===== config.mk =====
export PLATFORM = sky130hd
export DESIGN_NAME = mem_access_unit
export DESIGN_NICKNAME = d
export VERILOG_FILES = /design/src/rtl/mem_access_unit.sv
export SDC_FILE = /design/constraint.sdc
export NUM_CORES = 1
export LEC_CHECK = 0
export CAP_MARGIN = 20
export CORE_MARGIN = 3
export CORE_UTILIZATION = 41
export DETAILED_ROUTE_END_ITERATION = 8
export PLACE_DENSITY = 0.81
export SLEW_MARGIN = 10
export SYNTH_ARGS = -nofsm -noshare
export SYNTH_HDL_FRONTEND = slang
export SYNTH_SLANG_ARGS = --single-unit
export TNS_END_PERCENT = 5

===== constraint.sdc =====
create_clock -name clk -period 1.83 [get_ports clk]
set_input_delay 0.2745 -clock clk [delete_from_list [all_inputs] [get_ports clk]]
set_output_delay 0.2745 -clock clk [all_outputs]
set_load 0.005 [all_outputs]

===== src/rtl/mem_access_unit.sv =====
// MEM-stage data-memory access unit: runs one req/ack bus transaction per load/store and stalls MEM until it completes.
// Optional bus timeout (BusErr_M) is built only when MEMACC_TIMEOUT_EN is defined.
module mem_access_unit #(
  parameter int TIMEOUT_CYCLES = 64
) (
  input  logic        clk,
  input  logic        rst_n,
  input  logic        MemRead_M,
  input  logic        MemWrite_M,
  input  logic        kill_M,
  input  logic [1:0]  SizeOp_M,
  input  logic [31:0] Addr_M,
  input  logic [31:0] StoreData_M,
  output logic        stall_M,
  output logic [31:0] LoadOut_M,
  output logic [1:0]  ByteAddr_M,
  output logic        AdEL_M,
  output logic        AdES_M,
  output logic        BusErr_M,
  output logic        bus_req,
  output logic        bus_we,
  output logic [31:0] bus_addr,
  output logic [3:0]  bus_be,
  output logic [31:0] bus_wdata,
  input  logic        bus_ack,
  input  logic [31:0] bus_rdata
);

  typedef enum logic [1:0] {IDLE, BUSY, DONE} state_t;

  if (TIMEOUT_CYCLES < 1) begin : g_bad_timeout
    $error("TIMEOUT_CYCLES must be at least 1");
  end

  state_t      state_q, state_d;
  logic        bus_req_q, bus_req_d;
  logic        bus_we_q, bus_we_d;
  logic [31:0] bus_addr_q, bus_addr_d;
  logic [3:0]  bus_be_q, bus_be_d;
  logic [31:0] bus_wdata_q, bus_wdata_d;
  logic [31:0] load_out_q, load_out_d;
  logic [1:0]  byte_addr_q, byte_addr_d;
  logic        bus_err_q, bus_err_d;

  logic        misaligned;
  logic        access;
  logic        timeout_hit;
  logic [3:0]  be_c;
  logic [31:0] wdata_c;

  // NOTE: every always_comb output gets a default first so no path can infer a latch.
  always_comb begin
    misaligned = 1'b0;
    be_c       = 4'b1111;
    wdata_c    = StoreData_M;
    case (SizeOp_M)
      2'b01: begin
        misaligned = Addr_M[0];
        be_c       = 4'b0011 << Addr_M[1:0];
        wdata_c    = {2{StoreData_M[15:0]}};
      end
      2'b10: begin
        be_c    = 4'b0001 << Addr_M[1:0];
        wdata_c = {4{StoreData_M[7:0]}};
      end
      default: misaligned = |Addr_M[1:0];
    endcase
  end

  assign access  = (MemRead_M | MemWrite_M) & ~kill_M & ~misaligned;
  assign AdEL_M  = MemRead_M & misaligned & ~kill_M;
  assign AdES_M  = MemWrite_M & misaligned & ~kill_M;
  assign stall_M = access & (state_q != DONE);

`ifdef MEMACC_TIMEOUT_EN
  localparam int CNT_W = ($clog2(TIMEOUT_CYCLES) > 8) ? $clog2(TIMEOUT_CYCLES) : 8;

  logic [CNT_W-1:0] tmo_cnt_q, tmo_cnt_d;

  // Holding the counter at zero while idle is what clears it on entry to BUSY.
  always_comb begin
    tmo_cnt_d = tmo_cnt_q;
    if (state_q == IDLE)
      tmo_cnt_d = '0;
    else if (state_q == BUSY && !bus_ack)
      tmo_cnt_d = tmo_cnt_q + 1'b1;
  end

  always_ff @(posedge clk) begin
    if (!rst_n) tmo_cnt_q <= '0;
    else        tmo_cnt_q <= tmo_cnt_d;
  end

  assign timeout_hit = (tmo_cnt_q == CNT_W'(TIMEOUT_CYCLES - 1));
`else
  assign timeout_hit = 1'b0;
`endif

  always_comb begin
    state_d     = state_q;
    bus_req_d   = bus_req_q;
    bus_we_d    = bus_we_q;
    bus_addr_d  = bus_addr_q;
    bus_be_d    = bus_be_q;
    bus_wdata_d = bus_wdata_q;
    load_out_d  = load_out_q;
    byte_addr_d = byte_addr_q;
    bus_err_d   = 1'b0;
    case (state_q)
      IDLE: begin
        if (access) begin
          state_d     = BUSY;
          bus_req_d   = 1'b1;
          bus_we_d    = MemWrite_M;
          bus_addr_d  = {Addr_M[31:2], 2'b00};
          bus_be_d    = be_c;
          bus_wdata_d = wdata_c;
        end
      end
      BUSY: begin
        // Ack wins over a timeout landing in the same cycle; kill_M is deliberately not looked at.
        if (bus_ack) begin
          state_d     = DONE;
          bus_req_d   = 1'b0;
          load_out_d  = bus_we_q ? 32'h0 : bus_rdata;
          byte_addr_d = Addr_M[1:0];
        end else if (timeout_hit) begin
          state_d    = DONE;
          bus_req_d  = 1'b0;
          load_out_d = 32'h0;
          bus_err_d  = 1'b1;
        end
      end
      DONE:    state_d = IDLE;
      default: state_d = IDLE;
    endcase
  end

  // NOTE: state uses non-blocking assignments; reset is synchronous, so it is only seen on a clock edge.
  always_ff @(posedge clk) begin
    if (!rst_n) begin
      state_q     <= IDLE;
      bus_req_q   <= 1'b0;
      bus_we_q    <= 1'b0;
      bus_addr_q  <= '0;
      bus_be_q    <= '0;
      bus_wdata_q <= '0;
      load_out_q  <= '0;
      byte_addr_q <= '0;
      bus_err_q   <= 1'b0;
    end else begin
      state_q     <= state_d;
      bus_req_q   <= bus_req_d;
      bus_we_q    <= bus_we_d;
      bus_addr_q  <= bus_addr_d;
      bus_be_q    <= bus_be_d;
      bus_wdata_q <= bus_wdata_d;
      load_out_q  <= load_out_d;
      byte_addr_q <= byte_addr_d;
      bus_err_q   <= bus_err_d;
    end
  end

  assign bus_req    = bus_req_q;
  assign bus_we     = bus_we_q;
  assign bus_addr   = bus_addr_q;
  assign bus_be     = bus_be_q;
  assign bus_wdata  = bus_wdata_q;
  assign LoadOut_M  = load_out_q;
  assign ByteAddr_M = byte_addr_q;
  assign BusErr_M   = bus_err_q;

endmodule


---- Yosys cells after proc, flatten, opt, wreduce, memory -nomap -nowiden ----
Cells that the tools add are included.
word-level totals
  flip-flop bits (word level) ............. 104
  output and inout bits ................... 108
  word-level logic and storage cells ...... 43
operators by class
  equal/unequal tests ..................... 6
  shift operators ......................... 2
  mux-type cells .......................... 10
  bitwise operators ....................... 10
  reduce and logical (&&, ||, !) cells .... 7
operators by type and width
  kind                                                               number
  32-bit case mux with 2 select lines                                1
  32-bit two-way mux                                                 1
  4-bit case mux with 2 select lines                                 1
  1-bit bitwise AND                                                  7
  2-bit inequality test, second input constant                       3
  2-bit AND reduction                                                3
  2-bit by 1-bit == test with 1-bit output, second input constant    2
  2-bit two-way mux                                                  2
  1-bit case mux with 2 select lines                                 2
  2-bit case mux with 2 select lines                                 1
  1-bit by 2-bit << shifter with 4-bit output, first input constant  1
  2-bit by 2-bit << shifter with 4-bit output, first input constant  1
  3-bit AND reduction                                                1
  2-bit == test, second input constant                               1
  2-bit logical NOT                                                  1
  1-bit two-way mux                                                  2
  1-bit inverter                                                     2
  2-bit nonzero test                                                 1
  2-bit OR reduction                                                 1
  1-bit bitwise OR                                                   1

---- Longest topological paths before layout ----
Gate-level depths: netlist of run 1.
  depth after elaboration ................. 6
  gate-level depth with buffers ........... 8
  mapped depth without buffers ............ 5

---- Least setup slack after synthesis of run 1 ----
OpenSTA, ideal clock, no wires.
  path type ............................... input -> register
  start ................................... in SizeOp_M[0]
  end ..................................... reg bus_wdata_q[30] (netlist: bus_wdata[30])
  library setup time ...................... 0.072 ns
  data arrival time ....................... 1.565 ns
  required time ........................... 1.758 ns
  path slack .............................. 0.194 ns
  cell stages on the path ................. 8
  buffers on the path ..................... 3
  path through ............................ inv_1 ha_1 buf_6 o21ai_2 and4_4 buf_8 buf_12 mux2i_1
between the ends
  cells in the longest elaborated chain, start to end .. 5
  elaborated cells between the ends (all ways) .. 7
  classes of those cells .................. eq/ne (2); mux (2); bitwise (2); reduce/logical (1)
ends and longest elaborated chain
  item                                                                       line  source
  start: declaration                                                         11    input logic [1:0] SizeOp_M,
  2-bit == test or 2-bit by 1-bit == test with 1-bit output (tied branches)  56    case (SizeOp_M)
  1-bit case mux with 2 select lines                                         56
  1-bit inverter                                                             70    assign access = (MemRead_M | MemWrite_M) & ~kill_M & ~misaligned;
  1-bit bitwise AND                                                          70
  2-bit AND reduction (no line)                                              n/a
  end signal: assignment                                                     157   bus_wdata_q <= bus_wdata_d;
  end: declaration                                                           40    logic [31:0] bus_wdata_q, bus_wdata_d;
Several ways; a longest one is shown, not always the timed one.
A chain may end at the register's enable or synchronous reset.

---- Final worst setup path of run 1 ----
  start ................................... in SizeOp_M[0]
  end ..................................... out AdES_M
between the ends
  cells in the longest elaborated chain, start to end .. 4
  elaborated cells between the ends (all ways) .. 5
  classes of those cells .................. eq/ne (2); mux (1); bitwise (2)
ends and longest elaborated chain
  item                                                                       line  source
  2-bit == test or 2-bit by 1-bit == test with 1-bit output (tied branches)  56
  1-bit case mux with 2 select lines (*)                                     56
  1-bit bitwise AND (*) (2 in a row)                                         72    assign AdES_M = MemWrite_M & misaligned & ~kill_M;
  end: declaration                                                           18    output logic AdES_M,
Every way passes the cells marked *; elsewhere a longest branch is shown, timed or not.

==> results of run 1 <==
## through the flow
step	util (%)	hold WS (ps)	total power, mW	setup TNS, ps	setup slack (ps)
6_report	66.6	361	5.06	0	94.7
5_1_grt	66.6	364	5.31	0	25.6
4_1_cts	66.6	346	5.11	0	96.8
3_5_place_dp	64.1	447	3.64	-43540	-675
3_3_place_gp	64.1	442	3.61	-40260	-625
2_1_floorplan	-	400	3.02	0	194
## worst paths after layout
path | startpoint | endpoint | slack, ps
setup / recovery | SizeOp_M[0] | AdES_M | 90
hold / removal | rst_n | bus_wdata[6] | 360
setup reg to reg | state_q[0] | bus_addr[13] | 380
hold reg to reg | bus_wdata[31] | bus_wdata[31] | 460
## layer usage
layer | global-route usage, % | up-vias
li1 | - | 2022
met1 | 24.2 | 1952
met2 | 36.7 | 179
met3 | 7.86 | 24
met4 | 7.65 | 0
met5 | 0 | -
## critical path, cell delays in order
cell	delay, ps
dlygate4sd2_1	250
buf_4	140
ha_4	170
o21ai_4	190
a21oi_2	70
and2_1	150
clkdlybuf4s15_2	200
## timing repair
action / in CTS / in global routing
hold buffers: 0 / 0
endpoints found under the setup margin: 70 / 0
gates resized for setup: 22 / 0
setup buffers: 1 / 0
## final cells by class
class	instances	area, um2
clock inverter	5	62.6
sequential	104	2080
clock buffer	11	141
timing repair buffer	236	2360
multi-input combinational	299	2100
fill	848	3480
inverter	5	18.8
tap	136	170
## sequential cells by signal, indices dropped and copies added, names as in the netlist
register,cells
ByteAddr_M,2
LoadOut_M,32
bus_addr,30
bus_be,4
bus_req,1
bus_wdata,32
bus_we,1
state_q,2
## layout by cell type (no fill, tap or decap), types with 9 or more instances in the layout
master and instances:
dfxtp_1 104, buf_4 22, a41oi_1 18, a22o_1 32, nand2b_1 10, clkbuf_8 10
nand2_1 89, o21ai_0 9, mux2i_1 51, nor2b_1 9, a211oi_1 10, clkdlybuf4s50_1 202
## power by group through the flow
stage                     logic, mW  registers (mW)  clock network, mW
after floorplan               0.502            2.52                  0
after global placement         1.10            2.51                  0
after detailed placement       1.13            2.52                  0
after CTS                      1.15            2.47               1.50
after global routing           1.23            2.48               1.60
final                          1.14            2.46               1.45
## cells by family after synthesis
kind of cell | Yosys count
simple gates | 141
flops | 104
compound gates | 102
buf+inv | 54
mux | 51
fa+ha+maj | 2
other cells | 1
==> impl_metrics.yaml, run 1 <==
synthesis:
  synth-compound-area-share_pct: 18.6
  synth_most_common_cell: "dfxtp_1"
  synth_xor_xnor_area_share_pct: 0
  synth_simple_gate_area_share_pct: 15.0
  avgSynthCellArea_um2: 9.78
  syn_area_um2: 4450
  synth_top_family_by_area: "compound AO/OA/AOI/OAI gates"
  async_flop_share_pct: 0
  netlist-cell-type-count: 38
  yosys_warnings: 0
  ys_seq_elements: 104
  synth_fa_ha_area_share_pct: 0.562
  synth.area.mux_share_pct: 11.5
  ys_top_cells_by_area: "dfxtp_1 (47%), mux2i_1 (11%), nand2_1 (7.6%)"
  netlist_instances: 455
  netlist.area_leader.share_pct: 46.8
  yosysSeqAreaShare_pct: 46.8
  synth-edff-count: 0
  ys.flop_type: "dfxtp_1"
  synth_common_cells: "dfxtp_1 (104), nand2_1 (90), mux2i_1 (51)"
  yosysTopAreaCell: "dfxtp_1"
power:
  power.share.clock_pct: 28.7
  pwr-share-comb_pct: 22.6
  p_sw_mw: 1.32
  switching_share_pct: 26.1
  power_per_cell_area_nw_per_um2: 730
  p_seq_share_pct: 48.7
  intPower_mw: 3.74
  vdd_drop_max_mv: 0.370
  p_leak_nw: 2.57
route:
  ant_nets: 0
  avgViaCountPerCell: 5.25
  drt_iter0_markers: 291
  routed_wl_mm: 13.6
  drtPass1Iterations: 4
  drcViolationCount: 0
  wl_met2_mm: 6.55
  wl_met1_mm: 5.14
  wl_per_cell_um: 17.1
  met3_length_mm: 1.61
  via_count: 4177
  routed.top_layer: "met4"
die:
  num_io_pins: 212
  coreArea_um2: 10400
  initial_core_util_pct: 42.7
  num_rows: 37
  die_y_um: 110
  die_w_um: 110
  dieArea_um2: 12100
timing:
  fmax_ghz: 0.576
  slew_viol_final: 0
  min_period_over_period_pct: 94.8
  period_minus_slack_ps: 1740
  finalClockSkew_ps: 19.7
  grt_setup_unrepaired: "no"
  finalSetupViolCount: 0
  finalHoldViolCount: 0
global_route:
  overflow: 0
  first_global_vias: 4107
  grt_max_degree: 51
  grt_usage_pct: 21.3
  antenna_found_initial: 0
  grt_pass1_wl_mm: 20.4
setup_path:
  ff2ff_path_depth: 4
  cp-start-kind: "input port"
  critPathMaxFanout: 3
  worstSetupEndpointType: "primary output"
  path_class: "in2out"
  arrival_ps: 1460
  cp.required_ps: 1560
clock_tree:
  clock-sinks: 104
  cts_max_level: 3
  cts_tree: "yes"
  clk_latency_ps: 360
  cts_buffer_depth: 2
  cts.clk_slew.worst_paths_ps: 100
  root_buffer: "clkbuf_8"
  cts_buffers: 9
final_layout:
  final_area_um2: 6930
  area_delta_synth_final_pct: 55.8
  fin_cells: 796
  nNetsFinal: 761
  num_antenna_cells: 0
  drive_above_1_share_pct: 8.79
placement:
  io_buffers: 208
  gp_congestion: 0.890
  hpwlAfterDp_mm: 10.5
  dpl.cell_count: 779
  place_area_um2: 6680
status:
  status: "finished clean"
min_path:
  min_path_type: "in2reg"
  min_path_cells: 3
job:
  cap_violations: 0
(Power assumes the default switching activity.)
==> inputs of run 2 (changes only) <==
- SETUP_SLACK_MARGIN: not set -> 0.05
==> impl_metrics.yaml, run 2 (synthesized netlist as in run 1, its figures left out) <==
placement:
  hpwlAfterDp_mm: 10.5
  pre_cts_ws_ps: -675
  io_buffers: 208
  gp_congestion: 0.890
setup_path:
  worstSetupEndpointType: "primary output"
  max_stage_delay_ps: 270
  startpoint: "SizeOp_M[0]"
  critPathBufInv: 3
  arrival_ps: 1470
  path_class: "in2out"
  critPathTopFamily: "buffers and inverters"
  crit_slowest_cell: "ha_4"
  cp_cell_sequence: "dlygate4sd2_1 -> inv_2 -> ha_4 -> o21ai_4 -> a21oi_2 -> and2_1 -> clkdlybuf4s15_2"
  cp-start-kind: "input port"
  cp.required_ps: 1560
  critPathMaxFanout: 3
  r2r_start: "state_q[0]"
final_layout:
  seq_area_um2: 2080
  multi_input_area_um2: 2100
  fill_cells: 847
  nNetsFinal: 761
  area_delta_synth_final_pct: 55.8
  final_common_cell: "clkdlybuf4s50_1"
  layout_common_cells: "clkdlybuf4s50_1 (202), dfxtp_1 (104), nand2_1 (89)"
  num_antenna_cells: 0
  drive_above_1_share_pct: 8.94
timing:
  grt_setup_unrepaired: "yes"
  setup_slack_ps: 80.8
  finalClockSkew_ps: 20.0
  finalSetupViolCount: 0
  period_minus_slack_ps: 1750
  finalHoldViolCount: 0
  min_period_over_period_pct: 95.6
  slew_viol_final: 0
  fmax_ghz: 0.572
die:
  dieArea_um2: 12100
  coreArea_um2: 10400
  die_w_um: 110
  num_io_pins: 212
  num_rows: 37
  initial_core_util_pct: 42.7
  die_y_um: 110
min_path:
  min_path_type: "in2reg"
  hp-start: "rst_n"
power:
  p_sw_mw: 1.32
  intPower_mw: 3.74
  power_per_cell_area_nw_per_um2: 731
  pwr-share-comb_pct: 22.6
  power.share.clock_pct: 28.8
  total_power_mw: 5.06
  p_seq_share_pct: 48.6
  p_leak_nw: 2.57
  switching_share_pct: 26.1
  vdd_drop_max_mv: 0.370
clock_tree:
  cts.clk_slew.worst_paths_ps: 100
  clk_latency_ps: 360
  cts_tree: "yes"
  clock-sinks: 104
  cts_buffer_depth: 2
  cts_buffers: 9
  hold_buffers: 0
  root_buffer: "clkbuf_8"
  cts_max_level: 3
global_route:
  grt_max_degree: 51
  grt_usage_pct: 21.3
  grt_pass1_wl_mm: 20.4
  first_global_vias: 4107
  antenna_found_initial: 0
  overflow: 0
route:
  routed_wl_mm: 13.6
  via_count: 4156
  avgViaCountPerCell: 5.22
  wl_per_cell_um: 17.1
  drtPass1Iterations: 6
  ant_nets: 0
  drt_iter0_markers: 265
  drcViolationCount: 0
job:
  cap_violations: 0
status:
  status: "finished clean"
## run 2: layout make-up
cell class / instances / share of cell area (%)
Timing Repair Buffer: 236 / 34.1
Multi-Input combinational cell: 299 / 30.2
Sequential cell: 104 / 30.0
Tap cell: 136 / 2.45
Clock buffer: 11 / 2.04
Clock inverter: 5 / 0.903
Inverter: 5 / 0.271
## run 2: worst paths after layout
check             slack, ps  cells past startpoint       endpoint
setup / recovery         80                      7         AdES_M
hold / removal          360                      3   bus_wdata[6]
setup reg to reg        370                      4   bus_addr[13]
hold reg to reg         460                      2  bus_wdata[31]
## run 2: power groups by stage
stage | Clock (mW) | Sequential [mW] | Combinational, mW
finish | 1.46 | 2.46 | 1.14
global route | 1.60 | 2.48 | 1.23
CTS | 1.50 | 2.47 | 1.15
detailed placement | 0 | 2.52 | 1.13
global placement | 0 | 2.51 | 1.10
floorplan | 0 | 2.52 | 0.502
## run 2: timing repair
item,4_1_cts,5_1_grt
setup buffers,1,0
pin swaps,3,3
gates resized for setup,22,2
setup endpoints to repair,71,9
## run 2: tightest hold or removal path, cell delays in order
cell	delay, ps
buf_4	220
nand2_1	110
mux2i_1	50
## run 2: metrics by stage
step                      utilization, %  hold slack [ps]  setup TNS (ps)  instances  cell area, um2
after floorplan                        -              400               0        457            4460
after global placement              64.1              442          -40260        779            6680
after detailed placement            64.1              447          -43540        779            6680
after CTS                           66.6              346               0        796            6930
after global routing                66.5              364               0        796            6930
final                               66.5              356               0        796            6930
## run 2: routing by layer
| metal | wire length [um] | GRT usage (%) |
|---|---|---|
| met1 | 5190 | 24.2 |
| met2 | 6490 | 36.7 |
| met3 | 1580 | 7.86 |
| met4 | 328 | 7.65 |
| met5 | 0 | 0 |
==> inputs of run 3 (changes only) <==
==> constraint.sdc (replaced) <==
create_clock -name clk -period 1.83 [get_ports clk]
set_input_delay 0.366 -clock clk [delete_from_list [all_inputs] [get_ports clk]]
set_output_delay 0.366 -clock clk [all_outputs]
set_load 0.005 [all_outputs]
==> impl_metrics.yaml, run 3 (synthesized netlist as in run 1, its figures left out) <==
global_route:
  grt_max_degree: 59
  first_global_vias: 4068
  grt_usage_pct: 22.3
  overflow: 0
  antenna_found_initial: 0
  grt_pass1_wl_mm: 20.7
placement:
  hpwlAfterDp_mm: 10.5
  place_area_um2: 6660
  io_buffers: 208
  gp_congestion: 0.831
  dpl.cell_count: 779
die:
  num_io_pins: 212
  die_y_um: 110
  num_rows: 37
  initial_core_util_pct: 42.7
  dieArea_um2: 12100
  coreArea_um2: 10400
  die_w_um: 110
clock_tree:
  cts_buffer_depth: 2
  hold_buffers: 0
  root_buffer: "clkbuf_8"
  cts_buffers: 9
  cts_max_level: 3
  cts_tree: "yes"
  clock-sinks: 104
  cts.clk_slew.worst_paths_ps: 100
  clk_latency_ps: 370
setup_path:
  cp_cell_sequence: "clkdlybuf4s50_1 -> o21ba_2 -> nand3_4 -> a21oi_2 -> buf_2"
  worstSetupEndpointType: "primary output"
  crit_slowest_cell: "clkdlybuf4s50_1"
  max_stage_delay_ps: 430
  cp.required_ps: 1460
  critPathMaxFanout: 2
  arrival_ps: 1410
  cp-start-kind: "input port"
  path_class: "in2out"
route:
  drtPass1Iterations: 4
  wl_per_cell_um: 17.5
  drcViolationCount: 0
  via_count: 4204
  avgViaCountPerCell: 5.27
  ant_nets: 0
  routed_wl_mm: 13.9
  drt_iter0_markers: 336
final_layout:
  fin_util_pct: 66.8
  num_antenna_cells: 0
  final_area_um2: 6960
  nNetsFinal: 763
  area_delta_synth_final_pct: 56.3
  final_common_cell: "clkdlybuf4s50_1"
  drive_above_1_share_pct: 9.53
  fin_cells: 797
  layout_common_cells: "clkdlybuf4s50_1 (199), dfxtp_1 (104), nand2_1 (89)"
timing:
  min_period_over_period_pct: 97.2
  finalHoldViolCount: 0
  slew_viol_final: 0
  grt_setup_unrepaired: "yes"
  period_minus_slack_ps: 1780
  finalSetupViolCount: 0
  fmax_ghz: 0.562
  whs_ps: 318
  finalClockSkew_ps: 5.96
power:
  p_leak_nw: 2.62
  power_per_cell_area_nw_per_um2: 746
  vdd_drop_max_mv: 0.571
job:
  cap_violations: 0
min_path:
  min_path_type: "in2reg"
status:
  status: "finished clean"
[run 3: cell types whose count changed in the layout (fill, tap and decap cells not counted), sizes merged]
cell / delta
clkinvlp: -2
clkdlybuf4s15: -1
dlymetal6s2s: +2
buf: +6
clkdlybuf4s50: -3
inv: -2
dlygate4sd2: -1
bufinv: +1
clkinv: +1
[run 3: critical path, delay by kind of cell]
| kind | cells | cell delay, ps |
|---|---|---|
| buffers and inverters | 2 | 560 |
| AOI/OAI and AO/OA | 2 | 400 |
| and+or+nand+nor | 1 | 90 |
[run 3: worst paths after layout]
kind                                    from       endpoint  slack [ps]  cells past startpoint
worst max register to register    state_q[0]      bus_be[0]         410                      4
worst min register to register  bus_addr[31]   bus_addr[31]         460                      2
worst max-delay path                  kill_M        stall_M          50                      5
worst min-delay path                   rst_n  bus_wdata[30]         320                      3
[run 3: metrics by stage]
step                TNS, ps  power (mW)  worst slack (ps)
floorplan                 0        3.02              75.8
CTS                       0        5.23              37.2
global route              0        5.42              15.6
global placement     -46140        3.60              -888
detailed placement   -50620        3.64              -900
finish                    0        5.19              51.5
[run 3: per-layer routing]
metal / part of all wire [%] / vias up / GRT usage (%)
met1: 38 / 1987 / 24.0
li1: - / 2022 / -
met5: 0 / - / 0
met2: 49 / 177 / 38.9
met4: 1.8 / 0 / 7.83
met3: 12 / 18 / 9.61
[run 3: area by class of cell]
class | count | area (um2)
Fill cell | 792 | 3460
Sequential cell | 104 | 2080
Clock inverter | 3 | 65.1
Multi-Input combinational cell | 299 | 2100
Clock buffer | 12 | 155
Tap cell | 136 | 170
Timing Repair Buffer | 238 | 2360
Inverter | 5 | 21.3
[run 3: report_power, final]
| part | leakage [nW] | switching, mW | internal [mW] |
|---|---|---|---|
| Sequential | 0.846 | 0.0727 | 2.39 |
| Combinational | 1.66 | 0.474 | 0.669 |
| Clock | 0.112 | 0.746 | 0.836 |
[run 3: timing repair]
action | CTS | global route
pin swaps | 5 | 4
buffers inserted | 2 | 1
setup endpoints to repair | 71 | 30
resized for setup | 31 | 8
